===== config.mk =====
export PLATFORM = sky130hd
export DESIGN_NAME = dds_uart_cmd_decoder
export DESIGN_NICKNAME = d
export VERILOG_FILES = /design/src/rtl/dds_uart_cmd_decoder.sv
export SDC_FILE = /design/constraint.sdc
export NUM_CORES = 1
export LEC_CHECK = 0
export BUFFER_PORTS_ARGS = -buffer_cell sky130_fd_sc_hd__clkbuf_2
export CORE_MARGIN = 3
export CORE_UTILIZATION = 40
export CTS_CLUSTER_DIAMETER = 100
export DETAILED_ROUTE_END_ITERATION = 8
export GPL_ROUTABILITY_DRIVEN = 1
export HOLD_SLACK_MARGIN = 0.05
export SETUP_SLACK_MARGIN = 0.1
export SLEW_MARGIN = 25
export SYNTH_ARGS = -nofsm -noshare
export SYNTH_HDL_FRONTEND = slang
export SYNTH_SLANG_ARGS = --single-unit

===== constraint.sdc =====
create_clock -name sysclk -period 2.3 [get_ports sysclk]
set_input_delay 0.46 -clock sysclk [delete_from_list [all_inputs] [get_ports sysclk]]
set_output_delay 0.46 -clock sysclk [all_outputs]
set_load 0.02 [all_outputs]

===== src/rtl/dds_uart_cmd_decoder.sv =====
// dds_uart_cmd_decoder
//   Turns the UART RX byte stream into per-channel DDS settings. A frame is a
//   header byte (channel in [7:4], signal type in [3:0]) followed by the M,
//   OFFSET and AMPL fields, each PARAM_BYTES long and sent MSB byte first. An
//   optional XOR checksum byte ends the frame. Field bytes go into shadow
//   registers only. On the final byte the addressed channel's outputs are
//   updated together, one cycle later. Frames that stall longer than
//   TIMEOUT_CYCLES are aborted. Frames that address a missing channel, or that
//   carry a wrong checksum, are dropped.
// Ports
//   sysclk      : system clock
//   reset       : asynchronous active-low reset
//   rx_data     : received byte, qualified by rx_valid
//   rx_valid    : one-cycle strobe from the UART receiver
//   signal_type : 4 bits per channel, channel k at [4k+3:4k]
//   m_word      : tuning word M, PW bits per channel
//   offset      : DC offset, PW bits per channel
//   amplitude   : amplitude, PW bits per channel
//   update      : one-cycle pulse per channel when its outputs changed
//   frame_err   : one-cycle pulse when a frame is dropped
//   err_cause   : with frame_err: 1 timeout, 2 bad channel, 3 checksum
//   busy        : high while a frame is in progress
module dds_uart_cmd_decoder #(
  parameter int NUM_CH         = 2,
  parameter int PARAM_BYTES    = 2,
  parameter int CHECKSUM_EN    = 1,
  parameter int TIMEOUT_CYCLES = 260417
) (
  input  logic                            sysclk,
  input  logic                            reset,
  input  logic [7:0]                      rx_data,
  input  logic                            rx_valid,
  output logic [4*NUM_CH-1:0]             signal_type,
  output logic [8*PARAM_BYTES*NUM_CH-1:0] m_word,
  output logic [8*PARAM_BYTES*NUM_CH-1:0] offset,
  output logic [8*PARAM_BYTES*NUM_CH-1:0] amplitude,
  output logic [NUM_CH-1:0]               update,
  output logic                            frame_err,
  output logic [1:0]                      err_cause,
  output logic                            busy
);

  localparam int PW    = 8 * PARAM_BYTES;
  localparam int CNT_W = (PARAM_BYTES > 1) ? $clog2(PARAM_BYTES) : 1;
  localparam int TO_W  = $clog2(TIMEOUT_CYCLES + 1);

  typedef enum logic [2:0] {S_IDLE, S_M, S_OFF, S_AMP, S_CSUM} state_t;

  state_t            state_q;
  logic [CNT_W-1:0]  cnt_q;
  logic [TO_W-1:0]   to_q;
  logic [7:0]        hdr_q;
  logic [7:0]        csum_q;
  logic [PW-1:0]     m_sh_q;
  logic [PW-1:0]     off_sh_q;
  logic [PW-1:0]     amp_sh_q;

  logic [4*NUM_CH-1:0]  type_q;
  logic [PW*NUM_CH-1:0] m_q;
  logic [PW*NUM_CH-1:0] off_q;
  logic [PW*NUM_CH-1:0] amp_q;
  logic [NUM_CH-1:0]    upd_q;
  logic                 ferr_q;
  logic [1:0]           cause_q;

  // Shift a byte into the LSB end of a field; written with a shift so that
  // PARAM_BYTES = 1 needs no special slice.
  function automatic logic [PW-1:0] shift_in(input logic [PW-1:0] v, input logic [7:0] b);
    logic [PW-1:0] t;
    t      = v << 8;
    t[7:0] = b;
    return t;
  endfunction

  logic          last_byte;
  logic          to_exp;
  logic          frame_end;
  logic          bad_ch;
  logic          csum_ok;
  logic [PW-1:0] amp_fin_d;
  logic [PW-1:0] amp_commit_d;

  assign last_byte = (cnt_q == CNT_W'(PARAM_BYTES - 1));
  // A byte arriving in the expiry cycle wins over the timeout.
  assign to_exp    = (state_q != S_IDLE) && !rx_valid && (to_q == TO_W'(TIMEOUT_CYCLES - 1));
  assign amp_fin_d = shift_in(amp_sh_q, rx_data);
  assign frame_end = rx_valid && ((state_q == S_CSUM) ||
                     ((CHECKSUM_EN == 0) && (state_q == S_AMP) && last_byte));
  assign bad_ch    = ({28'd0, hdr_q[7:4]} >= 32'(NUM_CH));
  assign csum_ok   = (CHECKSUM_EN == 0) || (csum_q == rx_data);
  // Without a checksum the last AMPL byte is still in flight at commit time.
  assign amp_commit_d = (CHECKSUM_EN != 0) ? amp_sh_q : amp_fin_d;

  // Frame FSM, byte counter, timeout counter and shadow registers
  always_ff @(posedge sysclk or negedge reset) begin
    if (!reset) begin
      state_q  <= S_IDLE;
      cnt_q    <= '0;
      to_q     <= '0;
      hdr_q    <= '0;
      csum_q   <= '0;
      m_sh_q   <= '0;
      off_sh_q <= '0;
      amp_sh_q <= '0;
    end else begin
      if (rx_valid || to_exp || (state_q == S_IDLE)) to_q <= '0;
      else                                           to_q <= to_q + 1'b1;

      if (to_exp) begin
        state_q  <= S_IDLE;
        cnt_q    <= '0;
        hdr_q    <= '0;
        csum_q   <= '0;
        m_sh_q   <= '0;
        off_sh_q <= '0;
        amp_sh_q <= '0;
      end else if (rx_valid) begin
        case (state_q)
          S_IDLE: begin
            hdr_q   <= rx_data;
            csum_q  <= rx_data;
            cnt_q   <= '0;
            state_q <= S_M;
          end
          S_M: begin
            m_sh_q <= shift_in(m_sh_q, rx_data);
            csum_q <= csum_q ^ rx_data;
            if (last_byte) begin
              cnt_q   <= '0;
              state_q <= S_OFF;
            end else begin
              cnt_q <= cnt_q + 1'b1;
            end
          end
          S_OFF: begin
            off_sh_q <= shift_in(off_sh_q, rx_data);
            csum_q   <= csum_q ^ rx_data;
            if (last_byte) begin
              cnt_q   <= '0;
              state_q <= S_AMP;
            end else begin
              cnt_q <= cnt_q + 1'b1;
            end
          end
          S_AMP: begin
            amp_sh_q <= amp_fin_d;
            csum_q   <= csum_q ^ rx_data;
            if (last_byte) begin
              cnt_q   <= '0;
              state_q <= (CHECKSUM_EN != 0) ? S_CSUM : S_IDLE;
            end else begin
              cnt_q <= cnt_q + 1'b1;
            end
          end
          S_CSUM: begin
            state_q <= S_IDLE;
          end
          default: state_q <= S_IDLE;
        endcase
      end
    end
  end

  // Commit / error stage: outputs and pulses register one cycle after the final byte
  always_ff @(posedge sysclk or negedge reset) begin
    if (!reset) begin
      type_q  <= '0;
      m_q     <= '0;
      off_q   <= '0;
      amp_q   <= '0;
      upd_q   <= '0;
      ferr_q  <= 1'b0;
      cause_q <= 2'd0;
    end else begin
      upd_q   <= '0;
      ferr_q  <= 1'b0;
      cause_q <= 2'd0;
      if (to_exp) begin
        ferr_q  <= 1'b1;
        cause_q <= 2'd1;
      end else if (frame_end) begin
        if (bad_ch) begin
          ferr_q  <= 1'b1;
          cause_q <= 2'd2;
        end else if (!csum_ok) begin
          ferr_q  <= 1'b1;
          cause_q <= 2'd3;
        end else begin
          for (int k = 0; k < NUM_CH; k++) begin
            if (hdr_q[7:4] == 4'(k)) begin
              type_q[4*k +: 4]  <= hdr_q[3:0];
              m_q[PW*k +: PW]   <= m_sh_q;
              off_q[PW*k +: PW] <= off_sh_q;
              amp_q[PW*k +: PW] <= amp_commit_d;
              upd_q[k]          <= 1'b1;
            end
          end
        end
      end
    end
  end

  assign signal_type = type_q;
  assign m_word      = m_q;
  assign offset      = off_q;
  assign amplitude   = amp_q;
  assign update      = upd_q;
  assign frame_err   = ferr_q;
  assign err_cause   = cause_q;
  assign busy        = (state_q != S_IDLE);

endmodule

# ---- Word-level counts from Yosys, hierarchy flattened
# Cells that the tools add are included.
dict set report word_totals {
  word_cells 99
  in_bits 11
  ff_bits 195
  output_inout_bits 110
}
dict set report classes {
  add_sub_neg 2
  n_reduce_logical 24
  n_eq_ne 10
  mux 40
  bitwise 3
  magnitude_cmp 1
}
# operator count
set ops {}
lappend ops {{16-bit two-way mux} 9}
lappend ops {{8-bit two-way mux} 5}
lappend ops {{18-bit by 1-bit adder with 18-bit output (second input constant)} 1}
lappend ops {{18-bit equality test (second input constant)} 1}
lappend ops {{18-bit two-way mux} 1}
lappend ops {{2-bit two-way mux} 8}
lappend ops {{8-bit one-hot mux with 2 select lines} 1}
lappend ops {{3-bit two-way mux} 5}
lappend ops {{3-bit one-hot mux with 4 select lines} 1}
lappend ops {{2-bit AND reduction} 5}
lappend ops {{5-bit AND reduction} 2}
lappend ops {{2-bit nonzero test} 5}
lappend ops {{1-bit two-way mux} 9}
lappend ops {{3-bit inequality test (second input constant)} 3}
lappend ops {{8-bit equality test} 1}
lappend ops {{8-bit XOR} 1}
lappend ops {{3-bit by 2-bit equality test with 1-bit output (second input constant)} 2}
lappend ops {{3-bit nonzero test} 2}
lappend ops {{4-bit by 1-bit equality test with 1-bit output (second input constant)} 1}
lappend ops {{4-bit by 2-bit >= comparator with 1-bit output (second input constant)} 1}
lappend ops {{4-bit logical NOT} 1}
lappend ops {{4-bit AND reduction} 1}
lappend ops {{3-bit by 1-bit equality test with 1-bit output (second input constant)} 1}
lappend ops {{3-bit equality test (second input constant)} 1}
lappend ops {{other kinds (8)} 12}

# ---- Longest topological paths before layout
# Gate-level depths: netlist of run 1.
dict set report depth {
  word_depth 6
  depth_mapped 7
  depth_no_buf 6
}

# ---- Worst setup path after synthesis of run 1
# Ideal clock, no wire load.
dict set report synth_timing {
  path_kind {input port to flip-flop}
  startpoint {input rx_data[2]}
  endpoint {register amp_q[0] (netlist: amplitude[0])}
  path_buffers 1
  required_ns 2.175
  path_slack_ns 0.223
  cell_stages 5
  arrival_time_ns 1.952
  setup_time_ns 0.125
  cell_sequence {xor2_1 > nor4_2 > nand4b_4 > buf_6 > mux2_4}
}
dict set report synth_via {
  elab_chain_cells 2
}
# item line_no
set synth_rtl {}
lappend synth_rtl {{start: declaration} 31} ;# input logic [7:0] rx_data,
lappend synth_rtl {{8-bit equality test} 90} ;# assign csum_ok = (CHECKSUM_EN == 0) || (csum_q == rx_data);
lappend synth_rtl {{5-bit AND reduction (no line)} --}
lappend synth_rtl {{end signal: indexed assignment} 194} ;# amp_q[PW*k +: PW] <= amp_commit_d;
lappend synth_rtl {{end: declaration} 61} ;# logic [PW*NUM_CH-1:0] amp_q;
# No other way between the ends.
# A chain may end at the register's enable or synchronous reset.

# ---- Worst setup path after layout of run 1
dict set report layout_timing {
  startpoint {register state_q[1]}
  endpoint {output busy}
}
dict set report layout_via {
  elab_chain_cells 1
}
# item line_no
set layout_rtl {}
lappend layout_rtl {{start: declaration} 49} ;# state_t state_q;
lappend layout_rtl {{start signal: assignment} 150} ;# state_q <= (CHECKSUM_EN != 0) ? S_CSUM : S_IDLE;
lappend layout_rtl {{3-bit nonzero test} 210} ;# assign busy = (state_q != S_IDLE);
lappend layout_rtl {{end: declaration} 40} ;# output logic busy
# No other way between the ends.

==> results of run 1 <==
## critical path: stages, from the launching register on
cell and delay (ns):
dfrtp_1 0.40, buf_4 0.17, nor3_2 0.32, inv_1 0.12, clkbuf_2 0.17
## report_power, final
group | total [mW] | leakage, nW | switching (mW) | internal, mW
Sequential | 4.66 | 2.61 | 0.614 | 4.04
Combinational | 1.62 | 2.31 | 0.883 | 0.738
Clock | 3.12 | 0.300 | 1.29 | 1.83
## state kept, by name (all words and copies together), names as in the netlist
register / count
amplitude: 32
m_word: 32
offset: 32
to_q: 18
amp_commit_d: 16
m_sh_q: 16
off_sh_q: 16
csum_q: 8
hdr_q: 8
signal_type: 8
state_q: 3
err_cause: 2
update: 2
cnt_q: 1
frame_err: 1
## routing by layer
metal  part of all wire [%]  routed length [microns]  track usage (%)  vias to the layer above
li1                       -                        -                -                     2413
met1                     45                     8230             23.1                     2630
met2                     49                     8850             27.7                      116
met3                    4.4                      796             3.82                       20
met4                    1.5                      277             5.26                        2
met5                  0.072                       13                0                        -
## per-stage QoR
stage	hold slack (ns)	worst slack, ns	total power, mW	util [%]	cells
6_report	0.418	0.226	9.39	50.2	1040
5_1_grt	0.413	0.135	9.97	50.2	1040
3_3_place_gp	0.427	0.249	6.26	47.0	1007
3_5_place_dp	0.439	0.208	6.36	47.0	1007
2_1_floorplan	0.164	0.223	5.62	-	625
4_1_cts	0.401	0.183	9.52	50.2	1040
## placed cells by master (no fill, tap or decap), drive strengths merged, types with 5 or more instances in the layout
master | netlist | layout
nand4 | 7 | 7
mux2i | 32 | 32
nor2 | 63 | 63
nand2 | 63 | 63
a21oi | 21 | 21
xnor2 | 15 | 15
buf | 15 | 30
dfrtp | 195 | 195
o21ai | 12 | 12
inv | 10 | 12
clkbuf | 18 | 140
clkinv | 0 | 5
xor2 | 13 | 13
nor3 | 6 | 6
nand3 | 16 | 16
mux2 | 104 | 104
## what timing repair did
action / CTS / global route
hold buffers: 1 / 0
resized for setup: 1 / 0
hold endpoints to repair: 44 / 0
buffers inserted: 0 / 0
setup endpoints to repair: 1 / 0
## final cells by class
class | instances | area (sq um)
Sequential cell | 195 | 4880
Multi-Input combinational cell | 387 | 3160
Timing Repair Buffer | 151 | 932
Tap cell | 265 | 332
Inverter | 10 | 37.5
Clock inverter | 12 | 180
Clock buffer | 20 | 437
Fill cell | 1656 | 9890
## worst paths after layout
path | slack [ns] | end | from
max | 0.23 | busy | state_q[1]$_DFFE_PN0P_
min | 0.42 | err_cause[1]$_DFF_PN0_ | rx_valid
max reg2reg | 0.31 | m_word[26]$_DFFE_PN0P_ | hdr_q[7]$_DFFE_PN0P_
min reg2reg | 0.51 | amplitude[19]$_DFFE_PN0P_ | amplitude[19]$_DFFE_PN0P_
max in group asynchronous | 1.09 | amp_commit_d[7]$_DFFE_PN0P_ | reset
min in group asynchronous | 0.54 | m_word[8]$_DFFE_PN0P_ | reset
## cells by family after synthesis
family / after synthesis
AO/OA/AOI/OAI: 41
XOR/XNOR: 28
adder cells (fa/ha/maj): 2
buffers and inverters: 43
flip-flops: 195
multiplexers: 136
AND/OR/NAND/NOR: 180
==> key figures, run 1 <==
STA
  • Fin. Hold Viols: 0
  • Final-report setup violation count: 0
  • Final Slew Violations: 0
  • Final worst-path cycle share: 90.2%
  • Total negative slack: 0 ns
  • Worst slew slack as a fraction of its limit: 56.1%
  • Post-Route Skew: 0.00879 ns
  • Setup repair after global routing missed its margin: no
  • Slew at the pin with the worst max-slew slack: 0.653 ns
  • Minimum period implied by the final worst setup slack: 2.07 ns
  • Highest attainable clock frequency: slightly below 500 MHz

Drt
  • Antenna viol nets, final: 0
  • Detailed Route WL: approximately 18000 microns
  • Post-DR vias/cell: 4.98
  • TritonRoute pass-1 iters: 5
  • Average wire per cell in the routed design: between 15 and 20 microns
  • Remaining design rule violation count: 0
  • DRC violation total after the first TritonRoute iteration: 339
  • Vias post-DR: 5181

Yosys
  • Area of the mapped netlist: 8260 sq um
  • Most used standard cell by instance count after synthesis: dfrtp_1
  • Total nets after synthesis: 638
  • Simple logic cell fraction of the synthesized area: between 10% and 20%
  • Most numerous cell types in the synthesized netlist: 195 x dfrtp_1, 78 x mux2_4, 63 x nand2_1, 63 x nor2_1, 32 x mux2i_1
  • Post-synthesis instance total: 625
  • Number of enable-type register cells in the synthesized netlist: 0
  • Post-synthesis register bit count: 195
  • Netlist cell types: between 40 and 50
  • Share of synthesized area occupied by flip-flops and latches: about 59%
  • Synthesized area per cell: roughly 13 sq um
  • Combinational family with the most area after synthesis: multiplexers
  • Share of flip-flops with an asynchronous set or reset after synthesis: 100%
  • Synth area leader: dfrtp_1
  • Ranking of synthesized cells by area: dfrtp_1 59%, mux2_4 14%, mux2i_1 3.9%, mux2_2 3.5%, nand2_1 2.9%
  • Yosys warning total: 0
  • Xor and xnor fraction of the mapped netlist area: 2.97%
  • Proportion of synthesized area in mux cells: between 20% and 30%
  • Compound-Gate Fraction of Synth Area: 2.77%
  • Predominant post-synthesis flop cell: dfrtp_1
  • Portion of synthesized cell area occupied by the leading cell type: 59.1%
  • Adder-Cell Fraction of Synth Area: less than 1%

Power and ir drop
  • Worst supply voltage drop on vdd: 509 uV
  • Pleak: 5.22 nW
  • Pwr dens: 943 nW/um^2

Clock network
  • Clock insertion delay at the later pin of the skew report: 0.43 ns
  • CTS tree: built
  • Clock tree root driver cell: clkbuf_16
  • Inserted Clock Buffers: 17
  • Number of clock sinks seen by CTS: 195
  • CTS clk-pin slew, worst paths: around 0.070 ns
  • H-tree depth: 4
  • Clock Tree Buf Depth: 2

Setup path
  • Worst endpoint required time: 1.84 ns
  • Critical path startpoint category: flip-flop
  • Arrival time at the worst endpoint: about 1.6 ns
  • Critical-path maximum fanout: 9
  • Number of cells on the worst reg-to-reg path: 6
  • Element type at the critical path end: primary output
  • Critical path type: reg -> out

Floorplan
  • Overall die width: 150 microns
  • I/O pin count: 121
  • Die Outline Area: 22400 sq um
  • Chip Height: 150 microns
  • Core area: approximately 20000 sq um
  • Standard-cell rows: 51
  • Initial cell density of the core: around two fifths

Hold path
  • Worst min-delay path class: in -> reg
  • Depth of the worst hold-timing path: 3

Cells and area
  • Synthesis-to-layout area growth: 20.6%
  • Net count, final: 775
  • Layout cells sized above 1: 37.9%
  • Antenna cell count: 0
  • Area of all placed cells without fillers: 9960 sq um

Status
  • Result of the run: finished, final reports clean

GRT
  • Number of antenna violations at the first check in global routing: 1
  • Wire length of the first global-routing pass: around 30000 microns
  • Overall fraction of global-route tracks in use: 17.1%
  • Pin count of the biggest net entering global routing: 62
  • Total congestion overflow: 0
  • Number of global-route vias before repair: 5414

Placed design
  • Final estimated routing congestion in global placement: approximately 0.75
  • Quantity of I/O buffers inserted on ports: 120
  • Final HPWL from detailed placement: 12200 microns
  • DP Area: 9330 sq um

Job
  • # Max-Cap Violations: 0
Power figures use the tool's default switching activity.
==> inputs of run 2 (changes only) <==
- CORE_ASPECT_RATIO: not set -> 0.75
==> run 2 against run 1 <==
Global-route usage decreased by 0.69 points. Critical path depth unchanged. Clock skew increased by 0.0059 ns. Largest cell class unchanged. Largest power group unchanged.
==> key figures, run 2 (synthesized netlist as in run 1, its figures left out) <==
Setup path
  • Register-to-register setup slack: 0.32 ns (about the same)
  • Critical path, cell by cell: nor3_2, buf_4, inv_1, clkbuf_2
  • Arrival time at the worst endpoint: 1.54 ns (-0.07 ns)
  • CP bufs+invs: 3 (unchanged)
  • Reg2Reg Capture Point: amplitude[23]$_DFFE_PN0P_
  • Critical-path maximum fanout: 10 (+1)
  • CP max-delay cell: dfrtp_1
  • Critical path startpoint category: flip-flop
  • Critical path's largest stage delay: 0.48 ns (+0.08 ns)
  • Element type at the critical path end: primary output
  • Source of the worst register-to-register timing path: state_q[0]$_DFFE_PN0P_
  • Family of cells with the greatest summed delay on the critical path: flip-flops
  • Number of cells on the worst reg-to-reg path: 6 (unchanged)
  • Critical path type: reg -> out
  • Worst endpoint required time: 1.84 ns (about the same)

STA
  • Minimum period implied by the final worst setup slack: 2.00 ns (-0.0781 ns)
  • Final Slew Violations: 0 (unchanged)
  • Post-Route Skew: 0.0147 ns (+0.00594 ns)
  • Slew at the pin with the worst max-slew slack: 0.613 ns (-0.0401 ns)
  • Worst hold slack: 0.449 ns (+0.0303 ns)
  • Highest attainable clock frequency: 501 MHz (+3.9%)
  • Setup repair after global routing missed its margin: no
  • Final worst-path cycle share: 86.8% (-3.4 points)
  • Worst slew slack as a fraction of its limit: 58.8% (+2.7 points)
  • Total negative slack: 0 ns (unchanged)
  • Final-report setup violation count: 0 (unchanged)
  • Fin. Hold Viols: 0 (unchanged)

GRT
  • Met3 Resource Use GR: 3.79% (-0.026 points)
  • Grt met2 use: 24.9% (-2.8 points)
  • Pin count of the biggest net entering global routing: 68 (+9.7%)
  • Most heavily used metal layer in global routing: met2
  • Number of antenna violations at the first check in global routing: 0 (-1)
  • Number of global-route vias before repair: 5232 (-3.4%)
  • Overall fraction of global-route tracks in use: 16.4% (-0.69 points)
  • Total congestion overflow: 0 (unchanged)
  • Wire length of the first global-routing pass: 29000 microns (-3.4%)
  • Met1 GRT Util: 23.8% (+0.67 points)

Status
  • Result of the run: finished, final reports clean

Drt
  • Detailed Route WL: 17600 microns (-3.1%)
  • DRC violation total after the first TritonRoute iteration: 343 (+1.2%)
  • Vias post-DR: 5116 (-1.3%)
  • Antenna viol nets, final: 0 (unchanged)
  • Average wire per cell in the routed design: 17.1 microns (-1.9%)
  • Post-DR vias/cell: 4.98 (about the same)
  • TritonRoute pass-1 iters: 5 (unchanged)
  • Remaining design rule violation count: 0 (unchanged)

Power and ir drop
  • Pleak: 5.23 nW (+0.10%)
  • Worst supply voltage drop on vdd: 569 uV (+12%)
  • Pwr dens: 944 nW/um^2 (about the same)

Clock network
  • Inserted Clock Buffers: 17 (unchanged)
  • CTS tree: built
  • Number of clock sinks seen by CTS: 195 (unchanged)
  • CTS clk-pin slew, worst paths: 0.07 ns (about the same)
  • Clock insertion delay at the later pin of the skew report: 0.42 ns (about the same)
  • H-tree depth: 4 (unchanged)
  • Clock Tree Buf Depth: 2 (unchanged)
  • Number of setup buffers added after CTS: 0 (unchanged)
  • Clock tree root driver cell: clkbuf_16

Hold path
  • Hold endpoint: amp_commit_d[3]$_DFFE_PN0P_
  • Startpoint of the tightest hold check path: rx_data[3]
  • Worst min-delay path class: in -> reg
  • Depth of the worst hold-timing path: 4 (+1)

Cells and area
  • Net count, final: 774 (-0.13%)
  • Antenna cell count: 0 (unchanged)
  • Fill cells: 1718 (+3.7%)
  • Area of all placed cells without fillers: 9960 sq um (about the same)
  • Layout cells sized above 1: 38.2% (+0.31 points)
  • Synthesis-to-layout area growth: 20.6% (about the same)
  • Commonest cells after routing, fill and taps aside: 195 x dfrtp_1, 119 x clkbuf_2, 78 x mux2_4, 63 x nand2_1, 63 x nor2_1
  • Most common library cell in the layout ignoring fill and taps: dfrtp_1

Floorplan
  • Initial cell density of the core: 41.7% (+0.055 points)
  • Chip Height: 130 microns (-13%)
  • I/O pin count: 121 (unchanged)
  • Core area: 19800 sq um (-0.13%)
  • Standard-cell rows: 44 (-14%)
  • Die Outline Area: 22400 sq um (about the same)
  • Overall die width: 172 microns (+15%)

Placed design
  • Quantity of I/O buffers inserted on ports: 120 (unchanged)
  • DP Area: 9300 sq um (-0.24%)
  • Final HPWL from detailed placement: 12000 microns (-1.6%)
  • Final estimated routing congestion in global placement: 0.778 (+3.7%)

Job
  • # Max-Cap Violations: 0 (unchanged)
## run 2: changes by cell type in the layout (fill, tap and decap cells not counted), sizes merged
cell	change
clkinv	-3
clkbuf	-1
inv	+4
bufinv	-1
clkinvlp	+1
buf	-1
## run 2: routing by layer
layer  up-vias  part of all wire (%)
met3        13                   4.8
met1      2584                    49
met2       115                    44
met4         0                   1.4
li1       2404                     -
met5         -                     0
## run 2: worst max path at each step
stage	start	endpoint	slack [ns]	cells past startpoint
global route	state_q[1]$_DFFE_PN0P_	busy	0.16	4
CTS	state_q[1]$_DFFE_PN0P_	busy	0.17	4
detailed placement	rx_data[0]	m_word[17]$_DFFE_PN0P_	0.24	7
floorplan	rx_data[2]	amplitude[0]$_DFFE_PN0P_	0.22	5
global placement	rx_data[2]	amplitude[24]$_DFFE_PN0P_	0.27	7
finish	state_q[1]$_DFFE_PN0P_	busy	0.30	4
## run 2: stage by stage
| stage | setup slack (ns) | instances | power [mW] | utilization [%] |
|---|---|---|---|---|
| after floorplan | 0.223 | 625 | 5.62 | - |
| after global placement | 0.268 | 994 | 6.20 | 46.9 |
| after detailed placement | 0.236 | 994 | 6.30 | 46.9 |
| after CTS | 0.174 | 1027 | 9.50 | 50.2 |
| after global routing | 0.158 | 1027 | 9.97 | 50.3 |
| final | 0.304 | 1027 | 9.40 | 50.3 |
## run 2: area by class of cell
type	instances	area [sq um]	share of cell area (%)
Sequential cell	195	4880	49.0
Multi-Input combinational cell	387	3160	31.7
Timing Repair Buffer	150	925	9.28
Clock buffer	19	453	4.55
Tap cell	253	317	3.18
Clock inverter	13	188	1.88
Inverter	10	37.5	0.377
## run 2: power breakdown
part	internal (mW)	total [mW]	switching (mW)
Sequential	4.04	4.68	0.638
Clock	1.81	3.19	1.37
Combinational	0.714	1.54	0.823
Total	6.57	9.40	2.83
## run 2: repair_timing
item	CTS	global route
resized for setup	0	1
hold buffers	1	0
setup endpoints to repair	0	1
endpoints found under the hold margin	43	0
## run 2: worst min-delay path, delay by kind of cell
family          cells  cell delay [ns]
buf+inv             2             0.26
compound gates      1             0.05
simple gates        1             0.06
==> inputs of run 3 (changes only) <==
--- a/constraint.sdc
+++ b/constraint.sdc
@@ -3,2 +3,2 @@
 set_output_delay 0.46 -clock sysclk [all_outputs]
-set_load 0.02 [all_outputs]
+set_load 0.05 [all_outputs]
==> run 3 against run 2 <==
Clock power fell by 12%. Combinational power rose by 3%. Clock skew fell by 0.0026 ns. Global-route usage rose by 0.36 points. Via count rose by 0.90%. Critical path type unchanged. Largest power group unchanged.
==> key figures, run 3 (synthesized netlist as in run 1, its figures left out) <==
Placed design
  • Quantity of I/O buffers inserted on ports: 120 (unchanged)
  • Final estimated routing congestion in global placement: 0.792 (+1.9%)
  • DP Area: 9300 sq um (unchanged)
  • Final HPWL from detailed placement: 12000 microns (-0.26%)

Cells and area
  • Synthesis-to-layout area growth: 19.6%
  • Area of all placed cells without fillers: 9880 sq um (-0.79%)
  • Net count, final: 774 (unchanged)
  • Most common library cell in the layout ignoring fill and taps: dfrtp_1
  • Fill cells: 1690 (-1.6%)
  • Area used by multi-input combinational logic: 3170 sq um (+0.20%)
  • Layout cells sized above 1: 37.9% (-0.34 points)
  • Sequential cell area: 4880 sq um (unchanged)
  • Antenna cell count: 0 (unchanged)
  • Commonest cells after routing, fill and taps aside: 195 x dfrtp_1, 119 x clkbuf_2, 78 x mux2_4, 63 x nand2_1, 63 x nor2_1

Clock network
  • Clock Tree Buf Depth: 2 (unchanged)
  • Number of setup buffers added after CTS: 0 (unchanged)
  • CTS clk-pin slew, worst paths: 0.06 ns (about the same)
  • Clock tree root driver cell: clkbuf_16
  • Inserted Clock Buffers: 17 (unchanged)
  • Number of clock sinks seen by CTS: 195 (unchanged)
  • CTS tree: built
  • H-tree depth: 4 (unchanged)
  • Clock insertion delay at the later pin of the skew report: 0.43 ns (about the same)

STA
  • Worst hold slack: 0.441 ns (-0.00739 ns)
  • Setup repair after global routing missed its margin: no
  • Post-Route Skew: 0.0122 ns (-0.00255 ns)
  • Minimum period implied by the final worst setup slack: 2.02 ns (+0.0205 ns)
  • Final Slew Violations: 0 (unchanged)
  • Worst slew slack as a fraction of its limit: 62.2% (+3.4 points)
  • Highest attainable clock frequency: 496 MHz (-1.0%)
  • Slew at the pin with the worst max-slew slack: 0.562 ns (-0.0510 ns)
  • Fin. Hold Viols: 0 (unchanged)
  • Final worst-path cycle share: 87.7% (+0.89 points)
  • Total negative slack: 0 ns (unchanged)
  • Final-report setup violation count: 0 (unchanged)

Drt
  • Detailed Route WL: 17800 microns (+0.98%)
  • Average wire per cell in the routed design: 17.3 microns (+1.1%)
  • Post-DR vias/cell: 5.03 (+1.0%)
  • Remaining design rule violation count: 0 (unchanged)
  • TritonRoute pass-1 iters: 5 (unchanged)
  • Antenna viol nets, final: 0 (unchanged)
  • Vias post-DR: 5162 (+0.90%)
  • DRC violation total after the first TritonRoute iteration: 282 (-18%)

Job
  • # Max-Cap Violations: 0 (unchanged)

Setup path
  • Number of cells on the worst reg-to-reg path: 6 (unchanged)
  • Critical-path maximum fanout: 10 (unchanged)
  • Element type at the critical path end: primary output
  • Source of the worst register-to-register timing path: state_q[0]$_DFFE_PN0P_
  • Arrival time at the worst endpoint: 1.56 ns (+0.02 ns)
  • Critical path startpoint category: flip-flop
  • Reg2Reg Capture Point: m_word[17]$_DFFE_PN0P_
  • Critical path type: reg -> out
  • Register-to-register setup slack: 0.31 ns (about the same)
  • Worst endpoint required time: 1.84 ns (about the same)

Floorplan
  • Initial cell density of the core: 41.7% (unchanged)
  • Die Outline Area: 22400 sq um (unchanged)
  • Core area: 19800 sq um (unchanged)
  • Standard-cell rows: 44 (unchanged)
  • Overall die width: 172 microns (unchanged)
  • Chip Height: 130 microns (unchanged)
  • I/O pin count: 121 (unchanged)

Power and ir drop
  • Switching share of power: 30.9% (+0.71 points)
  • Combinational share of power: 17.5% (+1.1 points)
  • Pint: 6.27 mW (-4.5%)
  • Pwr dens: 918 nW/um^2 (-2.7%)
  • Worst supply voltage drop on vdd: 501 uV (-12%)
  • Power spent charging and discharging nets: 2.80 mW (-1.2%)
  • Sequential cell fraction of total power: 51.6% (+1.8 points)
  • Pleak: 5.19 nW (-0.66%)
  • Portion of total power attributed to the clock network: 30.9% (-3.0 points)

Status
  • Result of the run: finished, final reports clean

GRT
  • Total congestion overflow: 0 (unchanged)
  • Pin count of the biggest net entering global routing: 66 (-2.9%)
  • Number of global-route vias before repair: 5398 (+3.2%)
  • Number of antenna violations at the first check in global routing: 0 (unchanged)
  • Wire length of the first global-routing pass: 29200 microns (+0.78%)
  • Overall fraction of global-route tracks in use: 16.8% (+0.36 points)

Hold path
  • Worst min-delay path class: in -> reg
  • Startpoint of the tightest hold check path: rx_valid
  • Depth of the worst hold-timing path: 2 (-2)
  • Hold endpoint: state_q[2]$_DFFE_PN0P_
-- run 3: cell count changes in the layout (fill, tap and decap cells not counted), sizes merged --
cell / change
clkbuf: +4
clkinv: +1
clkinvlp: -1
inv: -2
bufinv: -3
-- run 3: metrics by stage --
step	total power [mW]	std cells	setup slack [ns]	util, %
final	9.07	1026	0.283	49.9
after global routing	9.67	1026	0.150	49.9
after CTS	9.18	1026	0.165	49.8
after detailed placement	6.33	994	0.180	46.9
after global placement	6.23	994	0.180	46.9
after floorplan	5.65	625	0.223	-
-- run 3: worst max-delay path, stage by stage, from the launching register on --
cell      delay, ns
dfrtp_1        0.49
nor3_4         0.33
inv_1          0.07
clkbuf_2       0.24
-- run 3: worst max path at each step --
stage	startpoint	cells after the start	endpoint	slack [ns]
6_report	state_q[1]$_DFFE_PN0P_	3	busy	0.28
5_1_grt	state_q[0]$_DFFE_PN0P_	6	offset[29]$_DFFE_PN0P_	0.15
3_3_place_gp	rx_data[2]	7	m_word[31]$_DFFE_PN0P_	0.18
2_1_floorplan	rx_data[2]	5	amplitude[0]$_DFFE_PN0P_	0.22
4_1_cts	state_q[1]$_DFFE_PN0P_	3	busy	0.17
3_5_place_dp	rx_data[2]	7	m_word[26]$_DFFE_PN0P_	0.18
-- run 3: layer usage --
layer  vias up  share of wire [%]  track usage (%)
li1       2411                  -                -
met1      2615                 49             24.4
met2       124                 45             25.2
met3        12                4.9             3.64
met4         0               0.89             5.63
met5         -                  0                0
-- run 3: layout make-up --
class | count | area share (%)
multi-input combinational | 387 | 32.1
sequential | 195 | 49.4
timing repair buffer | 150 | 9.36
clock inverter | 8 | 0.684
inverter | 10 | 0.380
clock buffer | 23 | 4.94
tap | 253 | 3.20
-- run 3: power groups by stage --
stage | Clock (mW) | Sequential [mW] | Combinational, mW
6_report | 2.80 | 4.68 | 1.59
5_1_grt | 3.05 | 4.80 | 1.82
4_1_cts | 2.89 | 4.69 | 1.61
3_5_place_dp | 0 | 4.74 | 1.59
3_3_place_gp | 0 | 4.71 | 1.52
2_1_floorplan | 0 | 4.47 | 1.18
-- run 3: what timing repair did --
item	in CTS	in global routing
setup endpoints to repair	1	1
gates resized for setup	1	1
hold buffers	1	0
endpoints found under the hold margin	59	0
